<file path="src/rtl/serial_adder.sv">
// Bit-serial WIDTH-bit adder: one full-adder slice, LSB first, valid/ready on both sides.
// Define SERIAL_ADDER_OVERFLOW_EN to add a registered two's-complement overflow output.
module serial_adder #(
    parameter int unsigned WIDTH = 8
) (
    input  logic             clk,
    input  logic             rst_n,
    input  logic             in_valid,
    output logic             in_ready,
    input  logic [WIDTH-1:0] augend,
    input  logic [WIDTH-1:0] addend,
    input  logic             carry_in,
    output logic             out_valid,
    input  logic             out_ready,
    output logic [WIDTH-1:0] sum,
    output logic             carry_out
`ifdef SERIAL_ADDER_OVERFLOW_EN
    ,
    output logic             overflow
`endif
);

    localparam int unsigned CW = (WIDTH > 1) ? $clog2(WIDTH) : 1;

    typedef enum logic [1:0] {
        IDLE = 2'd0,
        RUN  = 2'd1,
        DONE = 2'd2
    } state_e;

    state_e           state_q, state_d;
    logic [CW-1:0]    cnt_q, cnt_d;
    logic [WIDTH-1:0] a_q, a_d;
    logic [WIDTH-1:0] b_q, b_d;
    logic [WIDTH-1:0] sum_q, sum_d;
    logic             carry_q, carry_d;
    logic             cout_q, cout_d;
    logic             fa_sum_c;
    logic             fa_carry_c;
    logic             last_c;

    // Single full-adder slice over the operand LSBs and the running carry
    assign fa_sum_c   = a_q[0] ^ b_q[0] ^ carry_q;
    assign fa_carry_c = (a_q[0] & b_q[0]) | (a_q[0] & carry_q) | (b_q[0] & carry_q);
    assign last_c     = (cnt_q == CW'(WIDTH - 1));

    always_comb begin
        state_d = state_q;
        cnt_d   = cnt_q;
        a_d     = a_q;
        b_d     = b_q;
        sum_d   = sum_q;
        carry_d = carry_q;
        cout_d  = cout_q;
        case (state_q)
            IDLE: begin
                if (in_valid) begin
                    a_d     = augend;
                    b_d     = addend;
                    carry_d = carry_in;
                    cnt_d   = '0;
                    state_d = RUN;
                end
            end
            RUN: begin
                sum_d   = {fa_sum_c, sum_q[WIDTH-1:1]};
                a_d     = {1'b0, a_q[WIDTH-1:1]};
                b_d     = {1'b0, b_q[WIDTH-1:1]};
                carry_d = fa_carry_c;
                if (last_c) begin
                    cout_d  = fa_carry_c;
                    state_d = DONE;
                end else begin
                    cnt_d = cnt_q + CW'(1);
                end
            end
            DONE: begin
                if (out_ready) begin
                    state_d = IDLE;
                end
            end
            default: state_d = IDLE;
        endcase
    end

    always_ff @(posedge clk or negedge rst_n) begin
        if (!rst_n) begin
            state_q <= IDLE;
            cnt_q   <= '0;
            a_q     <= '0;
            b_q     <= '0;
            sum_q   <= '0;
            carry_q <= 1'b0;
            cout_q  <= 1'b0;
        end else begin
            state_q <= state_d;
            cnt_q   <= cnt_d;
            a_q     <= a_d;
            b_q     <= b_d;
            sum_q   <= sum_d;
            carry_q <= carry_d;
            cout_q  <= cout_d;
        end
    end

    // Handshake flags are pure decodes of the state register
    assign in_ready  = (state_q == IDLE);
    assign out_valid = (state_q == DONE);
    assign sum       = sum_q;
    assign carry_out = cout_q;

`ifdef SERIAL_ADDER_OVERFLOW_EN
    logic ovf_q, ovf_d;

    // Carry into the MSB is the running carry on the last slice
    always_comb begin
        ovf_d = ovf_q;
        if (state_q == RUN && last_c) begin
            ovf_d = carry_q ^ fa_carry_c;
        end
    end

    always_ff @(posedge clk or negedge rst_n) begin
        if (!rst_n) begin
            ovf_q <= 1'b0;
        end else begin
            ovf_q <= ovf_d;
        end
    end

    assign overflow = ovf_q;
`endif

endmodule

</file>
<file path="config.mk">
export PLATFORM = sky130hd
export DESIGN_NAME = serial_adder
export DESIGN_NICKNAME = d
export VERILOG_FILES = /design/src/rtl/serial_adder.sv
export SDC_FILE = /design/constraint.sdc
export NUM_CORES = 1
export LEC_CHECK = 0
export CORE_ASPECT_RATIO = 0.9
export CORE_MARGIN = 5
export CORE_UTILIZATION = 50
export DETAILED_ROUTE_END_ITERATION = 7
export MAX_ROUTING_LAYER = met4
export PLACE_DENSITY = 0.78
export SYNTH_ARGS = -nofsm -noshare
export SYNTH_HDL_FRONTEND = slang
export SYNTH_SLANG_ARGS = --single-unit
</file>
<file path="constraint.sdc">
create_clock -name clk -period 1.5 [get_ports clk]
set_input_delay 0.3 -clock clk [delete_from_list [all_inputs] [get_ports clk]]
set_output_delay 0.3 -clock clk [all_outputs]
set_load 0.005 [all_outputs]
</file>
==> run metrics <==
Worst Setup Start Kind flip-flop; Place WS -245.4 ps; async set-reset flop share out of synthesis between 90% and 100%; Layout Skew around 5 ps; synth cell count leaders dfrtp_1 (31), inv_1 (10), o221a_2 (9), or4b_1 (9); Yosys top cell by area dfrtp_1; Ys Warns 0; die width a little under 70 um; Post-Syn Nets around 150; fmax about 0.67 GHz; Max stage delay cell, worst path or4b_1; Die Ht around 63 um; Power Density about 1800 nW/um^2; Yosys cell types 27; post-route setup slack ~14 ps; DP HPWL between 2000 and 2500 um; outcome complete, no violations; Hold Crit Class in -> async; Rows 19; Worst EP required roughly 1700 ps; CTS sink count 31; layout cells sized above 1 between 30% and 40%; Die ar. about 4300 sq um; Setup violations, final 0; Clock Tree Root clkbuf_4; measured slew at the worst slew-check pin roughly 390 ps; CTS Hold Bufs 0; CTS Buf Count 5; WL final approximately 3400 um; final setup TNS 0 ps; synthesized area 1549 sq um; Static Leakage approximately 1 nW; average cell area after synthesis 12.20 sq um; first-pass GRT wire length between 5000 and 6000 um; Buffers & Inverters on Critical Path 2; Core ar. between 3000 and 4000 sq um; clock latency on the worst-skew pair between 300 and 400 ps; arrival time worst endpoint 1710 ps; register area share after synthesis about half; R2R Setup Slk ~14 ps; Area Growth Syn to Fin 38.93%; r2r endpoint carry_q; number of global-route vias before repair ~1300; DRT iter0 DRCs 75; Most Frequent Cell on Critical Path buf_6; Global Route Usage Sum between 10% and 20%; Initial Util 51.31%; Synth Flop Type dfrtp_1; Power Total between 3 and 4 mW; final net count between 200 and 250; CP top delay family simple AND/OR/NAND/NOR gates; most common cell in the netlist dfrtp_1; Max FO, Critical Path 12; H-tree Lvls 2; # IOs 32; Post-synth EDFFs 0; flop and latch count out of synthesis 31; minimum clock period between 1000 and 1500 ps; largest cells by area after synthesis dfrtp_1 (50%), o221a_2 (6.5%), or4b_1 (5.8%); Routed Antenna Nets 0; DR vias 1211; Tcrit/Tclk final a little under 100%; dpl cells approximately 200; crit path cell chain buf_6, buf_6, or4b_1, o221a_2; Max-Cap Viols 0; via density per instance ~5.5; DR pass1 iterations 4; grt ovf 0; Post-Syn Instances 127; initial antenna violation count 0; Rel. slew slack around 74%; routed len/inst roughly 16 um; TritonCTS clock tree built; DRC 0; post-synth top area share between 50% and 60%; Crit path largest cell delay between 500 and 600 ps; Clock Tree Buf Depth 2; ANT cells 0; Hold Fails Final Rpt 0; largest net degree at the start of global routing 32; Crit. End Element flip-flop; Slew Viols, Final 0; Worst Hold Slack between 300 and 400 ps; clock slew at reported path FFs about 90 ps; IO Port Bufs 31; crit path kind reg -> reg; peak supply drop 1.043 mV; Placer Congestion between 0.7 and 0.8; FF-to-FF path depth 4; Finished Layout Cells 219; worst reg2reg startpoint state_q[0]
-- worst max-delay path by stage --
stage / start / to / cells after the start
3_3_place_gp: in_valid / b_q[7] / 5
2_1_floorplan: cnt_q[0] / carry_out / 4
6_report: state_q[0] / carry_q / 4
5_1_grt: state_q[0] / carry_q / 4
4_1_cts: state_q[0] / out_valid / 3
3_5_place_dp: in_valid / a_q[3] / 5
-- cells by family after synthesis --
| kind of cell | count (synthesis) | share of synthesized area (%) |
|---|---|---|
| DFF | 31 | 50.08 |
| and+or+nand+nor | 38 | 18.98 |
| adders and majority gates | 3 | 2.908 |
| buffers and inverters | 22 | 7.431 |
| AOI/OAI and AO/OA | 24 | 14.06 |
| muxes | 9 | 6.543 |
-- area by class of cell --
cell class	count	area (sq um)
Fill cell	230	867.1
Sequential cell	31	778.2
Multi-Input combinational cell	74	686.9
Timing Repair Buffer	55	540.5
Tap cell	42	52.55
Clock buffer	6	51.30
Inverter	10	37.54
Clock inverter	1	5.005
-- cells in the final DEF, fill, tap and decap left out, types with 3 or more instances in the layout --
cell              n
dlymetal6s2s_1    8
nand2b_1          3
clkdlybuf4s50_1  19
or4b_1            6
mux2_2            8
o221ai_1          3
clkbuf_4          5
nor3b_1           8
a211oi_1          6
o221a_2           9
buf_4            20
nor4b_1           6
or4b_4            3
dfrtp_1          29
nand3_1           3
inv_1            10
-- power by group --
| part | switching, mW | internal [mW] | leakage [nW] |
|---|---|---|---|
| clock | 0.268 | 0.217 | 0.0341 |
| combinational | 0.768 | 1.21 | 0.602 |
| sequential | 0.254 | 1.24 | 0.360 |
| total | 1.29 | 2.66 | 0.996 |
-- stage by stage --
stage / util (%) / instance area, sq um
CTS: 68.50 / 2068
floorplan: - / 1549
finish: 71.28 / 2152
detailed placement: 64.40 / 1944
global route: 71.28 / 2152
global placement: 64.40 / 1944
-- state kept, by name (all words and copies together), names as in the netlist --
name / count
a_q: 8
b_q: 8
sum: 8
cnt_q: 3
state_q: 2
carry_out: 1
carry_q: 1
-- routing by layer --
layer | global-route usage, % | vias up | wire length (um)
met2 | 27.18 | 33 | 1687
met1 | 22.21 | 599 | 1501
met5 | - | - | 0
met4 | 5.211 | 0 | 33
met3 | 5.935 | 4 | 198
li1 | - | 575 | -
-- worst reg2reg max path, stage by stage, from the launching register on --
cell and delay [ps]:
dfrtp_2 460, buf_6 140, buf_6 130, or4b_1 520
o221a_2 140
-- what timing repair did --
| action | 4_1_cts | 5_1_grt |
|---|---|---|
| pin swaps | 1 | 3 |
| resized for setup | 8 | 18 |
| endpoints found under the setup margin | 9 | 25 |
| cloned | 0 | 1 |
| buffers inserted | 8 | 2 |
(Power assumes the default switching activity.)
